$ cat src/rtl/sd_mux_pkg.sv
// Shared types and constants for the SD card slot multiplexer.
package sd_mux_pkg;

  // Slot-switch sequencing states.
  typedef enum logic [1:0] {
    ST_RUN    = 2'd0,
    ST_DRAIN  = 2'd1,
    ST_SWITCH = 2'd2
  } mux_state_e;

  // Levels driven on a socket that is not connected to the host.
  localparam logic PAD_CS_N_IDLE = 1'b1;
  localparam logic PAD_SCK_IDLE  = 1'b0;
  localparam logic PAD_MOSI_IDLE = 1'b0;

  // MISO level returned to the host while no socket is routed.
  localparam logic HOST_MISO_IDLE = 1'b1;

endpackage

$ cat src/rtl/sdcard_cd_debounce.sv
// Per-socket card-detect / write-protect synchroniser and debouncer.
module sdcard_cd_debounce #(
  parameter int DEBOUNCE_CYCLES = 65536,
  parameter bit CD_ACTIVE_LOW   = 1'b1
) (
  input  logic clk_i,
  input  logic reset_i,
  input  logic pad_cd_i,
  input  logic pad_wp_i,
  output logic cd_state_o,
  output logic wp_sync_o,
  output logic change_o
);
  localparam int CNT_W = (DEBOUNCE_CYCLES > 1) ? $clog2(DEBOUNCE_CYCLES) : 1;
  localparam logic [CNT_W-1:0] CNT_LAST = CNT_W'(DEBOUNCE_CYCLES - 1);
  // Raw pin level meaning "no card", so reset never looks like an insertion.
  localparam logic CD_ABSENT_RAW = CD_ACTIVE_LOW;

  logic [1:0]       cd_sync_q, wp_sync_q;
  logic             state_q, state_d;
  logic [CNT_W-1:0] cnt_q, cnt_d;
  logic             present;

  assign present = CD_ACTIVE_LOW ? ~cd_sync_q[1] : cd_sync_q[1];

  // Count consecutive cycles the synced level disagrees with the accepted state.
  always_comb begin
    state_d  = state_q;
    cnt_d    = '0;
    change_o = 1'b0;
    if (present != state_q) begin
      if (cnt_q == CNT_LAST) begin
        state_d  = ~state_q;
        change_o = 1'b1;
      end else begin
        cnt_d = cnt_q + 1'b1;
      end
    end
  end

  // Two-flop synchronisers plus debounce state.
  always_ff @(posedge clk_i) begin
    if (reset_i) begin
      cd_sync_q <= {2{CD_ABSENT_RAW}};
      wp_sync_q <= 2'b00;
      state_q   <= 1'b0;
      cnt_q     <= '0;
    end else begin
      cd_sync_q <= {cd_sync_q[0], pad_cd_i};
      wp_sync_q <= {wp_sync_q[0], pad_wp_i};
      state_q   <= state_d;
      cnt_q     <= cnt_d;
    end
  end

  assign cd_state_o = state_q;
  assign wp_sync_o  = wp_sync_q[1];

endmodule

$ cat src/rtl/sdcard_slot_mux.sv
// Steers one SPI host onto one of NUM_SLOTS SD sockets; switches only when the bus is idle.
module sdcard_slot_mux
  import sd_mux_pkg::*;
#(
  parameter int NUM_SLOTS       = 2,
  parameter int SEL_W           = 3,
  parameter int DEBOUNCE_CYCLES = 65536,
  parameter int IDLE_CYCLES     = 8,
  parameter bit CD_ACTIVE_LOW   = 1'b1
) (
  input  logic                 clk_i,
  input  logic                 reset_i,
  input  logic [SEL_W-1:0]     req_sel_i,
  input  logic                 req_valid_i,
  output logic [SEL_W-1:0]     cur_sel_o,
  output logic                 sel_busy_o,
  input  logic                 host_cs_i,
  input  logic                 host_sck_i,
  input  logic                 host_mosi_i,
  output logic                 host_miso_o,
  output logic                 host_cd_o,
  output logic                 host_wp_o,
  output logic [NUM_SLOTS-1:0] cd_state_o,
  output logic [NUM_SLOTS-1:0] cd_changed_o,
  input  logic [NUM_SLOTS-1:0] cd_clear_i,
  output logic [NUM_SLOTS-1:0] pad_cs_n_o,
  output logic [NUM_SLOTS-1:0] pad_sck_o,
  output logic [NUM_SLOTS-1:0] pad_mosi_o,
  input  logic [NUM_SLOTS-1:0] pad_miso_i,
  input  logic [NUM_SLOTS-1:0] pad_cd_i,
  input  logic [NUM_SLOTS-1:0] pad_wp_i
);
  localparam int IW = (IDLE_CYCLES > 1) ? $clog2(IDLE_CYCLES) : 1;
  localparam logic [IW-1:0]  IDLE_LAST = IW'(IDLE_CYCLES - 1);
  localparam logic [SEL_W:0] SLOTS_W   = (SEL_W+1)'(NUM_SLOTS);

  mux_state_e          state_q;
  logic [SEL_W-1:0]    cur_sel_q, pend_q;
  logic                busy_q;
  logic [IW-1:0]       idle_q;
  logic [NUM_SLOTS-1:0] cd_changed_q, cd_changed_d, chg, wp_sync;
  logic                req_ok, sel_miso, sel_cd, sel_wp;

  assign req_ok = {1'b0, req_sel_i} < SLOTS_W;

  for (genvar g = 0; g < NUM_SLOTS; g++) begin : g_slot
    localparam logic [SEL_W-1:0] IDX = SEL_W'(g);
    logic route;

    sdcard_cd_debounce #(
      .DEBOUNCE_CYCLES(DEBOUNCE_CYCLES),
      .CD_ACTIVE_LOW  (CD_ACTIVE_LOW)
    ) u_deb (
      .clk_i     (clk_i),
      .reset_i   (reset_i),
      .pad_cd_i  (pad_cd_i[g]),
      .pad_wp_i  (pad_wp_i[g]),
      .cd_state_o(cd_state_o[g]),
      .wp_sync_o (wp_sync[g]),
      .change_o  (chg[g])
    );

    // The routed socket stays connected through DRAIN so the frame in flight completes.
    assign route         = (state_q != ST_SWITCH) && (cur_sel_q == IDX);
    assign pad_cs_n_o[g] = route ? ~host_cs_i  : PAD_CS_N_IDLE;
    assign pad_sck_o[g]  = route ? host_sck_i  : PAD_SCK_IDLE;
    assign pad_mosi_o[g] = route ? host_mosi_i : PAD_MOSI_IDLE;
  end

  // Select the current socket's return signals.
  always_comb begin
    sel_miso = 1'b0;
    sel_cd   = 1'b0;
    sel_wp   = 1'b0;
    for (int i = 0; i < NUM_SLOTS; i++) begin
      if (cur_sel_q == SEL_W'(i)) begin
        sel_miso = pad_miso_i[i];
        sel_cd   = cd_state_o[i];
        sel_wp   = wp_sync[i];
      end
    end
  end

  assign host_miso_o = (state_q == ST_SWITCH) ? HOST_MISO_IDLE : sel_miso;
  assign host_cd_o   = sel_cd;
  assign host_wp_o   = sel_wp & sel_cd;

  // Sticky change flags; a new event beats a simultaneous clear.
  assign cd_changed_d = (cd_changed_q & ~cd_clear_i) | chg;

  always_ff @(posedge clk_i) begin
    if (reset_i) cd_changed_q <= '0;
    else         cd_changed_q <= cd_changed_d;
  end

  assign cd_changed_o = cd_changed_q;

  // Slot-switch sequencer: RUN -> DRAIN (wait for idle bus) -> SWITCH (one dead cycle).
  always_ff @(posedge clk_i) begin
    if (reset_i) begin
      state_q   <= ST_RUN;
      cur_sel_q <= '0;
      pend_q    <= '0;
      busy_q    <= 1'b0;
      idle_q    <= '0;
    end else begin
      case (state_q)
        ST_RUN: begin
          if (req_valid_i && req_ok && (req_sel_i != cur_sel_q)) begin
            pend_q  <= req_sel_i;
            busy_q  <= 1'b1;
            idle_q  <= '0;
            state_q <= ST_DRAIN;
          end
        end
        ST_DRAIN: begin
          if (req_valid_i && (req_sel_i == cur_sel_q)) begin
            busy_q  <= 1'b0;
            state_q <= ST_RUN;
          end else begin
            if (req_valid_i && req_ok) pend_q <= req_sel_i;
            if (host_cs_i)                idle_q  <= '0;
            else if (idle_q == IDLE_LAST) state_q <= ST_SWITCH;
            else                          idle_q  <= idle_q + 1'b1;
          end
        end
        ST_SWITCH: begin
          cur_sel_q <= pend_q;
          busy_q    <= 1'b0;
          state_q   <= ST_RUN;
        end
        default: state_q <= ST_RUN;
      endcase
    end
  end

  assign cur_sel_o  = cur_sel_q;
  assign sel_busy_o = busy_q;

endmodule
$ cat config.mk
export PLATFORM = sky130hd
export DESIGN_NAME = sdcard_slot_mux
export DESIGN_NICKNAME = d
export VERILOG_FILES = /design/src/rtl/sd_mux_pkg.sv /design/src/rtl/sdcard_cd_debounce.sv /design/src/rtl/sdcard_slot_mux.sv
export SDC_FILE = /design/constraint.sdc
export NUM_CORES = 1
export LEC_CHECK = 0
export ABC_AREA = 1
export ABC_CLOCK_PERIOD_IN_PS = 2100
export CORE_MARGIN = 2
export CORE_UTILIZATION = 50
export DETAILED_ROUTE_END_ITERATION = 12
export GPL_ROUTABILITY_DRIVEN = 0
export PLACE_DENSITY = 0.73
export SYNTH_ARGS = -nofsm -noshare
export SYNTH_HDL_FRONTEND = slang
export SYNTH_SLANG_ARGS = --single-unit
$ cat constraint.sdc
create_clock -name clk_i -period 2.1 [get_ports clk_i]
set_input_delay 0.42 -clock clk_i [delete_from_list [all_inputs] [get_ports clk_i]]
set_output_delay 0.42 -clock clk_i [all_outputs]
set_load 0.005 [all_outputs]
[Yosys cells after proc, flatten, opt, wreduce, memory -nomap -nowiden]
Cells that the tools add are included.
Storage, ports and cells
  latch bits: 0
  memory bits (read-only): 0
  flip-flop bits (word level): 56
  memories: 0
  logic and storage cells: 98
  RAM bits: 0
Operators by class
  mux-type cells: 34
  order comparisons: 1
  equal/unequal tests: 18
  shifts and indexed selects: 0
  bitwise operators: 11
  divide/modulo/power cells: 0
  reduce and logical (&&, ||, !) cells: 17
  multipliers: 0
  add/subtract/negate cells: 3
Operator list (count)
  16-bit by 1-bit adder with 16-bit output, second input constant: 2
  16-bit == test, second input constant: 2
  3-bit two-way mux: 7
  1-bit two-way mux: 19
  3-bit one-hot mux with 2 select lines: 2
  2-bit inequality test, second input constant: 5
  3-bit inequality test, second input constant: 3
  2-bit two-way mux: 4
  4-bit AND reduction: 2
  1-bit NOT: 7
  3-bit AND reduction: 2
  3-bit OR reduction: 2
  1-bit logical AND: 5
  2-bit one-hot mux with 2 select lines: 1
  2-bit AND reduction: 2
  3-bit by 1-bit adder with 3-bit output, second input constant: 1
  3-bit by 1-bit == test with 1-bit output, second input constant: 1
  3-bit == test: 1
  3-bit == test, second input constant: 1
  3-bit zero test: 1
  3-bit by 2-bit less-than comparator with 1-bit output, second input constant: 1
  3-bit inequality test: 1
  1-bit one-hot mux with 3 select lines: 1
  3-bit nonzero test: 1
  other kinds (9): 10

[Depth between registers and ports, before layout]
  depth after elaboration: 5
  mapped depth: 10
  gate-level depth less buffers: 10

[Hierarchy]
From an unflattened synthesis, not the netlist that was laid out.
Second synthesis, totals
  cells, all modules: 400
  area, all modules: 2900.3 sq um
Modules (own cells, without submodules)
  sdcard_cd_debounce: area an instance 993.5 sq um, cells each 127, times used 2
  sdcard_slot_mux: area an instance 913.4 sq um, cells each 146, times used 1

[Worst setup path before layout]
OpenSTA, ideal clock, no wires.
  kind: register to register
  from: register g_slot[0].u_deb.cnt_q[0]
  to: register g_slot[0].u_deb.cnt_q[4]
  path buffers: 1
  setup time: 120 ps
  data required time: 1980 ps
  arrival: 1373 ps
  slack: 607 ps
  clock period less this slack: 1493 ps
  cell stages (with the launch flop): 10
  path through: dfxtp_1 > ha_1 > nand3_2 > nor2_4 > nand3_4 > nor3_4 > nor2_2 > inv_2 > buf_8 > nor3_2
Between the ends
  cells in the longest elaborated chain, start to end: 2
  elaborated cells on any way between the ends: 3
  those cells by class: 1 x add/sub; 1 x eq/ne; 1 x reduce/logical
Ends and longest elaborated chain
  from (decl): RTL line sdcard_cd_debounce.sv:21  | logic [CNT_W-1:0] cnt_q, cnt_d;
  from (signal assigned): RTL line sdcard_cd_debounce.sv:52  | cnt_q <= cnt_d;
  branches (longest 2 deep; another with 16-bit by 1-bit adder with 16-bit output)
Parallel ways; which one is timed is not known.
A chain may end at the register's enable or synchronous reset.

[Worst setup path in the final report]
  from: register state_q[0]
  to: output port pad_cs_n_o[1]
Between the ends
  cells in the longest elaborated chain, start to end: 3
Ends and longest elaborated chain
  from (decl): RTL line sdcard_slot_mux.sv:37  | mux_state_e state_q;
  from (signal assigned): RTL line sdcard_slot_mux.sv:101  | state_q <= ST_RUN;
  from (signal assigned): RTL line sdcard_slot_mux.sv:113  | state_q <= ST_DRAIN;
  from (signal assigned): RTL line sdcard_slot_mux.sv:119  | state_q <= ST_RUN;
  2-bit inequality test: RTL line sdcard_slot_mux.sv:64  | assign route = (state_q != ST_SWITCH) && (cur_sel_q == IDX);
  1-bit logical AND: RTL line sdcard_slot_mux.sv:64
  1-bit two-way mux: RTL line sdcard_slot_mux.sv:65  | assign pad_cs_n_o[g] = route ? ~host_cs_i : PAD_CS_N_IDLE;
  to (decl): RTL line sdcard_slot_mux.sv:26  | output logic [NUM_SLOTS-1:0] pad_cs_n_o,
Every way passes these cells.

==> impl_metrics.yaml <==
outcome:
  status: "finished clean"
cts:
  cts_buffers: 5
  h-tree-depth: 2
  clkTransAtPathRegs_ps: 100
  clockBufferDepth: 2
  cts-root-buf: "clkbuf_8"
  clock_sinks: 56
  cts_tree: "yes"
  clk_latency_ps: 320
power_and_ir_drop:
  power.clock.fraction_pct: 23.3
  peakVddDrop_mv: 0.441
  p_per_area_nw_per_um2: 808
  power_leakage_nw: 1.42
  p_int_mw: 1.77
  switching_power_uw: 905
  power.total_mw: 2.68
  p_comb_share_pct: 31.9
  switching_share_pct: 33.8
  power_frac_seq_pct: 44.7
setup_path:
  endpoint_kind: "primary output"
  ff2ff_setup_slack_ps: 350
  criticalPathCategory: "reg -> out"
  crit_path_start: "state_q[0]"
  max_stage_delay_ps: 500
  r2r_end: "g_slot[0].u_deb.cnt_q[2]"
  slowest_stage: "clkdlybuf4s50_1"
  cp_cell_sequence: "inv_1 > ha_4 > buf_4 > nor2_4 > nand2_1 > clkdlybuf4s50_1"
  ff2ff_path_depth: 8
  path_max_fanout: 3
  reg2reg_from: "g_slot[0].u_deb.cnt_q[0]"
  critPathArrivalTime_ps: 1610
  required_ps: 1680
  worst_setup_path_start_kind: "flop"
placed_design:
  placed_cells: 474
  dp_slack_ps: 119
  dp_hpwl_mm: 4.02
  numPortBuffers: 33
synthesis:
  yosys-top-cells-area: "dfxtp_1 (41%), nand2_1 (11%), inv_1 (8.2%)"
  synth_area_sq_um: 2750
  synth_area_leader_cell: "dfxtp_1"
  ys_async_sr_fraction_pct: 0
  ys_seq_area_share_pct: 40.8
  postSynthCellCount: 373
  synth_top_area_share_pct: 40.8
  ys_ff_latch: 56
  yosys_warnings: 0
  synth_edf_count: 0
  syn_nets: 398
  avgSynthCellArea_sq_um: 7.37
  synth_top_flop_cell: "dfxtp_1"
  yosysUniqueCellTypes: 35
grt:
  grtUsageTotal_pct: 18.8
  grt_pass1_vias: 2289
  grt_pass1_wl_mm: 9.44
  grt_overflow: 0
  grt_max_degree: 20
  antenna_found_initial: 0
floorplanning:
  fp.coreArea_sq_um: 5200
  die_h_um: 78.1
  io_pins: 34
  die_area_sq_um: 6110
  fp.dieW_um: 78.1
  rows: 26
  start_util_pct: 52.8
detailed_routing:
  drc_errors: 0
  wire_per_inst_um: 10.8
  drtAntennaViolNets: 0
  via_per_inst: 4.76
  drt_iter0_markers: 74
  first_pass_iters: 4
  vias: 2309
  routed_wl_mm: 5.24
min_path:
  holdPathStages: 2
  min_from: "g_slot[0].u_deb.wp_sync_q[0]"
  hold_class: "reg -> reg"
  hold_end: "g_slot[0].u_deb.wp_sync_q[1]"
timing:
  setup_viol: 0
  hold_viol: 0
  worst_slew_pin_slew_ps: 327
  clock.fmax_ghz: 0.492
  report.final.slew_viol_count: 0
  skew_ps: 7.54
  relSlewSlack_pct: 78.1
  period_needed_ps: 2030
  setup_slack_ps: 68.8
  fin_crit_sh_pct: 96.7
final_layout:
  syn_to_final_growth_pct: 20.7
  finalNonFillerCells: 485
  drive_gt1_share_pct: 16.1
  antenna_cells: 0
  final_nets: 439
run:
  drv_cap: 0
metrics by stage:
stage	hold WS (ps)	area, sq um	setup TNS [ps]	util [%]
after floorplan	388	2750	0	-
after global placement	391	3150	0	60.5
after detailed placement	399	3150	0	60.5
after CTS	417	3300	0	63.3
after global routing	426	3320	-3.05	63.7
final	413	3320	0	63.7
cell families after synthesis:
| family | Yosys count | synth area share (%) |
|---|---|---|
| xor gates and xnor gates | 15 | 4.78 |
| DFF | 56 | 40.8 |
| buffers and inverters | 73 | 10.9 |
| adders and majority gates | 8 | 3.64 |
| and+or+nand+nor | 193 | 34.0 |
| AOI/OAI and AO/OA | 28 | 5.83 |
cells in the final DEF, fill, tap and decap left out, types with 4 or more instances in the layout:
cell type | Yosys | routed
a21oi_1 | 13 | 13
buf_4 | 2 | 6
clkbuf_8 | 0 | 5
clkdlybuf4s50_1 | 0 | 26
dfxtp_1 | 56 | 52
dlygate4sd2_1 | 0 | 6
ha_1 | 8 | 7
inv_1 | 60 | 60
inv_2 | 7 | 7
nand2_1 | 80 | 78
nand2_2 | 4 | 6
nand3_1 | 14 | 14
nand3_2 | 5 | 5
nand4_1 | 9 | 9
nor2_1 | 47 | 44
nor2_2 | 10 | 11
nor2_4 | 2 | 4
nor3_1 | 7 | 7
o21ai_0 | 6 | 6
or2_2 | 6 | 6
xnor2_1 | 7 | 7
xor2_1 | 8 | 8
cells in the mapped netlist, types with 4 or more instances:
library cell / instances
or2_2: 6
inv_2: 7
nand2_2: 4
o21ai_0: 6
nor3_1: 7
xor2_1: 8
xnor2_1: 7
a21oi_1: 13
nand4_1: 9
nand2_1: 80
nand3_1: 14
nor2_1: 47
nand3_2: 5
nor2_2: 10
dfxtp_1: 56
ha_1: 8
inv_1: 60
worst max-delay path: cells and delay by family (launching register included):
kind                       cells  cell delay, ps
and+or+nand+nor                2              80
buffers and inverters          3             720
adders and majority gates      1             170
DFF                            1             330
state kept, by name, indices dropped and copies added, names as in the netlist:
signal	cells
cd_changed_o	2
cur_sel_o	3
g_slot.u_deb.cd_state_o	2
g_slot.u_deb.cd_sync_q	4
g_slot.u_deb.cnt_q	32
g_slot.u_deb.wp_sync_q	4
idle_q	3
pend_q	3
sel_busy_o	1
state_q	2
cell type report:
cell class                 count  area [sq um]
fill                         457          1890
multi-input combinational    244          1370
sequential                    56          1130
timing repair buffer          40           382
inverter                      67           251
tap                           70          87.6
clock buffer                   5          68.8
clock inverter                 3          27.5
routing by layer:
layer / wire length (um) / vias to the layer above / share of wire, % / track usage [%]
met1: 2450 / 1037 / 47 / 22.4
met4: 46 / 0 / 0.88 / 7.89
met5: 0 / - / 0 / 0
li1: - / 1237 / - / -
met2: 2550 / 31 / 49 / 32.1
met3: 189 / 4 / 3.6 / 5.06
power by group through the flow:
stage	registers, mW	clock network (mW)	logic, mW
after floorplan	1.21	0	0.487
after global placement	1.21	0	0.759
after detailed placement	1.22	0	0.776
after CTS	1.19	0.651	0.838
after global routing	1.21	0.683	0.973
final	1.20	0.625	0.856
what timing repair did:
action                                  4_1_cts  5_1_grt
pin swaps                                     2        0
setup buffers                                 3        0
endpoints found under the setup margin        9        4
resized for setup                            20        4
hold buffers                                  0        0
worst max-delay path by stage:
stage          cells past startpoint                        to
2_1_floorplan                      9  g_slot[0].u_deb.cnt_q[4]
3_3_place_gp                       4               host_miso_o
3_5_place_dp                       4             pad_mosi_o[0]
4_1_cts                            6             pad_cs_n_o[1]
5_1_grt                            6             pad_cs_n_o[1]
6_report                           6             pad_cs_n_o[1]
Power figures use the tool's default switching activity.
